===== config.mk =====
export PLATFORM = sky130hd
export DESIGN_NAME = line_fill_unit
export DESIGN_NICKNAME = d
export VERILOG_FILES = /design/src/rtl/line_fill_unit.sv
export SDC_FILE = /design/constraint.sdc
export NUM_CORES = 1
export LEC_CHECK = 0
export CAP_MARGIN = 20
export CORE_ASPECT_RATIO = 0.9
export CORE_MARGIN = 5
export CORE_UTILIZATION = 42
export CTS_CLUSTER_DIAMETER = 60
export DETAILED_ROUTE_END_ITERATION = 8
export PLACE_DENSITY = 0.83
export SYNTH_ARGS = -nofsm -noshare
export SYNTH_HDL_FRONTEND = slang
export SYNTH_SLANG_ARGS = --single-unit

===== constraint.sdc =====
create_clock -name clk -period 11.39 [get_ports clk]
set_input_delay 2.278 -clock clk [delete_from_list [all_inputs] [get_ports clk]]
set_output_delay 2.278 -clock clk [all_outputs]
set_load 0.02 [all_outputs]

===== src/rtl/line_fill_unit.sv =====
// Memory-side line fill stage: turns line-level read / write-back requests from the
// cache controller into word-by-word req/ack bursts, buffering one write-back line.
module line_fill_unit #(
    parameter int ADDR_WIDTH     = 32,
    parameter int WORD_WIDTH     = 32,
    parameter int WORDS_PER_LINE = 4
) (
    input  logic                                 clk,
    input  logic                                 rst,
    input  logic                                 read_en_mem,
    input  logic                                 write_en_mem,
    input  logic [ADDR_WIDTH-1:0]                rd_addr,
    input  logic [ADDR_WIDTH-1:0]                wb_addr,
    input  logic [WORD_WIDTH*WORDS_PER_LINE-1:0] wb_line,
    output logic                                 ready_mem,
    output logic [WORD_WIDTH*WORDS_PER_LINE-1:0] rd_line,
    output logic                                 busy,
    output logic                                 protocol_err,
    output logic                                 mem_req,
    output logic                                 mem_we,
    output logic [ADDR_WIDTH-1:0]                mem_addr,
    output logic [WORD_WIDTH-1:0]                mem_wdata,
    input  logic                                 mem_ack,
    input  logic [WORD_WIDTH-1:0]                mem_rdata
);

    localparam int                  CW       = $clog2(WORDS_PER_LINE);
    localparam logic [ADDR_WIDTH-1:0] OFF_MASK = ADDR_WIDTH'(WORDS_PER_LINE * (WORD_WIDTH / 8) - 1);
    localparam logic [ADDR_WIDTH-1:0] STRIDE   = ADDR_WIDTH'(WORD_WIDTH / 8);
    localparam logic [CW-1:0]         LAST     = CW'(WORDS_PER_LINE - 1);

    typedef enum logic [1:0] {IDLE, WB_BURST, RD_BURST, RD_DONE} state_t;

    state_t                                     state, state_nxt;
    logic                                       we_q;
    logic                                       wb_pending;
    logic [ADDR_WIDTH-1:0]                      wb_base;
    logic [ADDR_WIDTH-1:0]                      burst_base;
    logic [WORDS_PER_LINE-1:0][WORD_WIDTH-1:0]  wb_data;
    logic [WORDS_PER_LINE-1:0][WORD_WIDTH-1:0]  rd_words;
    logic [CW-1:0]                              cnt;
    logic                                       wr_rise, wr_drop, wr_take, beat;

    // A second write-back edge has nowhere to go while one line is buffered or draining.
    assign wr_rise = write_en_mem & ~we_q;
    assign wr_drop = wr_rise & (wb_pending | (state == WB_BURST));
    assign wr_take = wr_rise & ~wr_drop;
    assign beat    = mem_ack & ((state == WB_BURST) | (state == RD_BURST));

    always_ff @(posedge clk or posedge rst) begin
        if (rst) state <= IDLE;
        else     state <= state_nxt;
    end

    always_comb begin
        state_nxt = state;
        case (state)
            IDLE: begin
                // A write captured this cycle must drain before any read starts.
                if (wb_pending)                 state_nxt = WB_BURST;
                else if (read_en_mem && !wr_take) state_nxt = RD_BURST;
            end
            WB_BURST: if (beat && cnt == LAST) state_nxt = IDLE;
            RD_BURST: if (beat && cnt == LAST) state_nxt = RD_DONE;
            RD_DONE:  state_nxt = IDLE;
            default:  state_nxt = IDLE;
        endcase
    end

    always_ff @(posedge clk or posedge rst) begin
        if (rst) begin
            we_q         <= 1'b0;
            wb_pending   <= 1'b0;
            wb_base      <= '0;
            wb_data      <= '0;
            burst_base   <= '0;
            cnt          <= '0;
            protocol_err <= 1'b0;
            rd_words     <= '0;
        end else begin
            we_q <= write_en_mem;
            if (wr_drop) protocol_err <= 1'b1;
            if (wr_take) begin
                wb_pending <= 1'b1;
                wb_base    <= wb_addr & ~OFF_MASK;
                wb_data    <= wb_line;
            end
            if (state == IDLE && wb_pending) begin
                wb_pending <= 1'b0;
                burst_base <= wb_base;
            end else if (state == IDLE && read_en_mem && !wr_take) begin
                burst_base <= rd_addr & ~OFF_MASK;
            end
            // Power-of-two line length lets the counter wrap to 0 on the last beat.
            if (beat) cnt <= cnt + CW'(1);
            if (beat && state == RD_BURST) rd_words[cnt] <= mem_rdata;
        end
    end

    assign ready_mem = (state == RD_DONE);
    assign mem_req   = (state == WB_BURST) || (state == RD_BURST);
    assign mem_we    = (state == WB_BURST);
    assign mem_addr  = burst_base + ADDR_WIDTH'(cnt) * STRIDE;
    assign mem_wdata = mem_we ? wb_data[cnt] : '0;
    assign rd_line   = rd_words;
    assign busy      = (state != IDLE) || wb_pending;

endmodule


==> impl_metrics.yaml, run 1 <==
clock_network:
  cts-resized-gates: 0
  h-tree-depth: 2
  clockRootBuffer: "clkbuf_16"
  hold_buffers: 0
  cts.reportedPaths.clkPinSlew_ns: 0.06
  clock_latency_ns: 0.51
  cts_tree: "built"
  cts_setup_buffers: 0
  cts-buffers-inserted: 37
  clk_path_buf_depth: 3
  cts_sinks: 319
worst_setup_path:
  worstSetupStartpoint: "cnt[0]"
  r2r_cells: 4
  startpoint_type: "flip-flop"
  r2r_setup_slack_ns: 8.56
  path_max_fanout: 31
  regToRegStartpoint: "cnt[1]"
  cp.required_ns: 9.11
  worstSetupEndpointType: "output port"
  crit_type: "reg2out"
  crit_arrival_ns: 2.95
  timing.rr.end: "rd_line[69]"
placement:
  place_congestion: 0.798
  portBuffers: 415
  hpwlAfterDp_mm: 25.0
final_layout:
  n_fill_cell: 2353
  area_delta_synth_final_pct: 43.7
  drive_gt1_frac: 0.309
  nets: 1494
timing:
  slew_violations: 0
  fin_crit_ns: 5.23
  tns_ns: 0
  worst_pin_slew_ns: 1.07
  timing.hold.ws_ns: 0.488
  period_share: 0.459
  relSlewSlack: 0.289
  rsz0062_at_grt: "no"
  fmax_mhz: 191
  finClkSkew_ns: 0.0174
  finalHoldViolations: 0
  setup-violations-final: 0
min_path:
  min_path_cells: 1
  min_path_type: "reg2reg"
  worstHoldStart: "protocol_err"
  min_to: "protocol_err"
yosys:
  synth_cells: 845
  yosysUniqueCellTypes: 24
  ys.warnings.count: 0
  yosysMostFrequentCell: "dfrtp_1"
  yosys.area.top_type_share: 0.603
  ys_top_cells_by_area: "dfrtp_1 (60%), mux2_2 (24%), mux4_2 (5.4%)"
  ys.flop_type: "dfrtp_1"
  syn_avg_cell_area_sq_um: 15.7
  synth_edf_count: 0
  ys_ff_latch: 319
  syn_area_sq_um: 13200
  yosysSeqAreaShare: 0.603
  synthArstFlopShare: 1.00
  synth_commonest_cells: "dfrtp_1 (319), mux2_2 (287), and2_1 (32), mux4_2 (32), nor2_1 (31)"
  synth_area_leader_cell: "dfrtp_1"
routing:
  antenna_left: 0
  dr.first_iter.drc_count: 253
  via_count: 8634
  vias_per_cell: 5.10
  routed_wirelength_mm: 35.9
  firstDrtPassIters: 4
  wl_per_cell_microns: 21.2
  drc_errors: 0
grt:
  use_met2: 0.340
  grt_max_degree: 158
  overflow: 0
  grt_pass1_wl_mm: 55.5
  grt.met3_usage: 0.0601
  grt_pass1_vias: 9589
  use_met1: 0.244
  grt.total_usage: 0.200
  antenna_found_initial: 3
  grt-busiest-layer: "met2"
power:
  leakagePower_nw: 8.05
  power_mw: 5.66
  pwr_density_cell_nw_per_um2: 297
  vdd_ir_drop_max_mv: 0.198
status:
  status: "finished, final reports clean"
floorplan:
  dieHeight_microns: 178
  num_io_pins: 426
  die_w_microns: 197
  start_util: 0.428
  rows: 61
  die_area_sq_um: 35200
  core-area_sq_um: 31000
run:
  drv_cap: 0
worst max-delay path by stage:
stage	cells past startpoint	slack, ns	end
final	4	6.16	mem_wdata[3]
after global routing	4	5.95	mem_wdata[3]
after CTS	4	6.07	mem_wdata[3]
after detailed placement	4	6.61	mem_wdata[3]
after global placement	4	6.63	mem_wdata[3]
after floorplan	1	0.28	burst_base[10]
cells in the final DEF, fill, tap and decap left out, types with 9 or more instances in the layout:
cell and instances:
clkbuf_8 12, ha_1 9, mux2i_1 28, and2_1 32, a21oi_1 28, dfrtp_1 317, mux2_2 287, mux4_2 32
clkdlybuf4s50_1 415, clkbuf_16 39, nor2_1 30
registers in the layout (all words and copies together) (netlist names):
register      cells
cnt               2
rd_line         128
we_q              1
wb_pending        1
state             2
protocol_err      1
wb_base          28
wb_data         128
burst_base       28
metrics by stage:
step / util / setup slack [ns] / instance area (sq um) / cells
2_1_floorplan: - / 0.284 / 13300 / 846
5_1_grt: 0.614 / 5.95 / 19000 / 1694
4_1_cts: 0.613 / 6.07 / 19000 / 1692
3_3_place_gp: 0.572 / 6.63 / 17700 / 1625
6_report: 0.614 / 6.16 / 19000 / 1694
3_5_place_dp: 0.572 / 6.61 / 17700 / 1625
worst max-delay path: stages (launching register included):
cell and delay (ns):
dfrtp_2 0.46, buf_4 0.60, mux4_2 0.60, and2_1 0.19, clkdlybuf4s50_1 0.56
final cells by class:
type	count	area, sq um	area share
Inverter	7	33.8	0.00177
Tap cell	409	512	0.0269
Timing Repair Buffer	423	4260	0.224
Clock buffer	58	1170	0.0613
Sequential cell	319	7990	0.419
Clock inverter	9	116	0.00611
Multi-Input combinational cell	468	4960	0.261
Antenna cell	1	2.50	0.000131
per-layer routing:
| layer | routed length (microns) | vias to the layer above | part of all wire |
|---|---|---|---|
| met1 | 13900 | 4408 | 0.39 |
| met2 | 18100 | 300 | 0.50 |
| li1 | - | 3849 | - |
| met5 | 32 | - | 0.00089 |
| met4 | 1220 | 4 | 0.034 |
| met3 | 2650 | 73 | 0.074 |
kinds of logic (layout without fill, tap and decap cells):
| logic type | count (synthesis) | after routing | synth area share |
|---|---|---|---|
| multiplexers | 347 | 347 | 0.319 |
| flip-flops | 319 | 319 | 0.603 |
| AND/OR/NAND/NOR | 73 | 73 | 0.0290 |
| buffers and inverters | 59 | 497 | 0.0254 |
| AO/OA/AOI/OAI | 36 | 36 | 0.0142 |
| adder cells (fa/ha/maj) | 9 | 9 | 0.00850 |
| other | 1 | 3 | 0.000283 |
| XOR/XNOR | 1 | 1 | 0.000661 |
where the power goes:
part | internal, mW | total, mW | switching [mW] | leakage [nW]
registers | 1.70 | 2.01 | 0.302 | 3.79
logic | 1.33 | 2.44 | 1.11 | 3.64
clock network | 0.753 | 1.21 | 0.461 | 0.628
(Power assumes the default switching activity.)
==> run 2: changes to the inputs <==
Clock period 11.39 ns to 4.6 ns, I/O delays scaled along.
==> run 2 against run 1 <==
Die area unchanged. Clock power increased by 130%. Total power grew 140%. Via count rose by 0.19%.
==> impl_metrics.yaml, run 2 (same netlist as run 1, synthesis figures left out) <==
timing:
  setup-violations-final: 0
  finClkSkew_ns: 0.0124
  slew_violations: 0
  period_share: 0.805
  worst_pin_slew_ns: 0.950
  fmax_mhz: 270
  relSlewSlack: 0.365
  rsz0062_at_grt: "no"
  finalHoldViolations: 0
  fin_crit_ns: 3.70
clock_network:
  cts_sinks: 319
  clk_path_buf_depth: 3
  hold_buffers: 0
  cts-buffers-inserted: 36
  clock_latency_ns: 0.50
  cts-resized-gates: 0
  clockRootBuffer: "clkbuf_16"
  h-tree-depth: 2
  cts_tree: "built"
  cts_setup_buffers: 0
  cts.reportedPaths.clkPinSlew_ns: 0.06
floorplan:
  start_util: 0.428
  rows: 61
  num_io_pins: 426
  core-area_sq_um: 31000
  dieHeight_microns: 178
  die_area_sq_um: 35200
  die_w_microns: 197
final_layout:
  postLayoutCoreUtil: 0.615
  layout_common_cells: "clkdlybuf4s50_1 (415), dfrtp_1 (317), mux2_2 (287), clkbuf_16 (37)"
  nets: 1504
  area_delta_synth_final_pct: 43.8
  final_area_sq_um: 19100
  drive_gt1_frac: 0.316
  final_common_cell: "clkdlybuf4s50_1"
min_path:
  min_to: "protocol_err"
  min_path_type: "reg2reg"
  worstHoldStart: "protocol_err"
  min_path_cells: 1
worst_setup_path:
  r2r_setup_slack_ns: 1.85
  timing.rr.end: "wb_data[38]"
  path_max_fanout: 25
  r2r_cells: 6
  slowest_delay_ns: 0.82
  cp_cell_sequence: "buf_4 -> mux4_2 -> and2_1 -> clkdlybuf4s50_1"
  regToRegStartpoint: "state[1]"
  crit_arrival_ns: 2.78
  crit_type: "reg2out"
  cp.required_ns: 3.68
  slowest_stage: "dfrtp_2"
  startpoint_type: "flip-flop"
  worstSetupEndpointType: "output port"
power:
  p_clk_frac: 0.202
  pwr_density_cell_nw_per_um2: 726
  swShare: 0.333
  p_int_mw: 9.23
  pwr-share-comb: 0.436
  leakagePower_nw: 8.08
  power.switching_mw: 4.60
  power_mw: 13.8
  vdd_ir_drop_max_mv: 0.436
  seqPwrFrac: 0.362
routing:
  dr.first_iter.drc_count: 252
  wl_per_cell_microns: 20.9
  drc_errors: 0
  antenna_left: 0
  firstDrtPassIters: 6
  via_count: 8650
  routed_wirelength_mm: 35.6
  vias_per_cell: 5.08
status:
  status: "finished, final reports clean"
grt:
  antenna_found_initial: 2
  grt.total_usage: 0.196
  grt_pass1_wl_mm: 54.1
  grt_pass1_vias: 9315
  grt_max_degree: 138
  overflow: 0
placement:
  portBuffers: 415
  place_congestion: 0.834
  place_area_sq_um: 17800
  hpwlAfterDp_mm: 25.5
run:
  drv_cap: 0
run 2: changes by cell type in the layout (fill, tap and decap cells not counted), sizes merged:
cell and delta:
buf +11, clkinv +10, clkbuf -8, inv -3, bufinv -1, clkinvlp -1
run 2: per-layer routing:
metal,global-route usage,up-vias,share of wire
li1,-,3867,-
met1,0.245,4431,0.39
met2,0.331,279,0.50
met3,0.0565,71,0.073
met4,0.0581,2,0.032
met5,0,-,0.00036
run 2: how the worst max path moves through the flow:
stage	startpoint	end	slack, ns	depth (start not counted)
2_1_floorplan	rst	burst_base[10]	-0.57	1
3_3_place_gp	cnt[1]	mem_wdata[4]	1.40	4
3_5_place_dp	cnt[1]	mem_wdata[4]	1.37	4
4_1_cts	cnt[1]	mem_wdata[4]	0.81	4
5_1_grt	cnt[1]	mem_wdata[4]	0.75	4
6_report	cnt[1]	mem_wdata[4]	0.90	4
run 2: layout make-up:
| type | instances | area, sq um |
|---|---|---|
| clock inverters | 14 | 118 |
| inverters | 7 | 30.0 |
| well taps | 409 | 512 |
| diodes | 1 | 2.50 |
| multi-input cells | 468 | 4960 |
| repair buffers | 434 | 4380 |
| fillers | 2318 | 11900 |
| flip-flops and latches | 319 | 7990 |
| clock buffers | 50 | 1060 |
run 2: power by group through the flow:
stage / clock, mW / combinational, mW / sequential, mW
after floorplan: 0 / 2.78 / 5.67
after global placement: 0 / 5.94 / 4.95
after detailed placement: 0 / 6.08 / 5.04
after CTS: 2.88 / 6.11 / 5.00
after global routing: 3.00 / 6.39 / 5.17
final: 2.80 / 6.03 / 5.00
run 2: critical path, delay by kind of cell (launching register included):
kind                   cells  cell delay [ns]
buffers and inverters      2             0.93
flip-flops                 1             0.82
AND/OR/NAND/NOR            1             0.17
multiplexers               1             0.35
run 2: through the flow:
stage / cells / worst slack (ns) / hold slack (ns) / TNS [ns]
after floorplan: 846 / -0.573 / 0.475 / -182.73
after global placement: 1635 / 1.40 / 0.471 / 0
after detailed placement: 1635 / 1.37 / 0.484 / 0
after CTS: 1699 / 0.814 / 0.500 / 0
after global routing: 1702 / 0.751 / 0.508 / 0
final: 1702 / 0.897 / 0.494 / 0
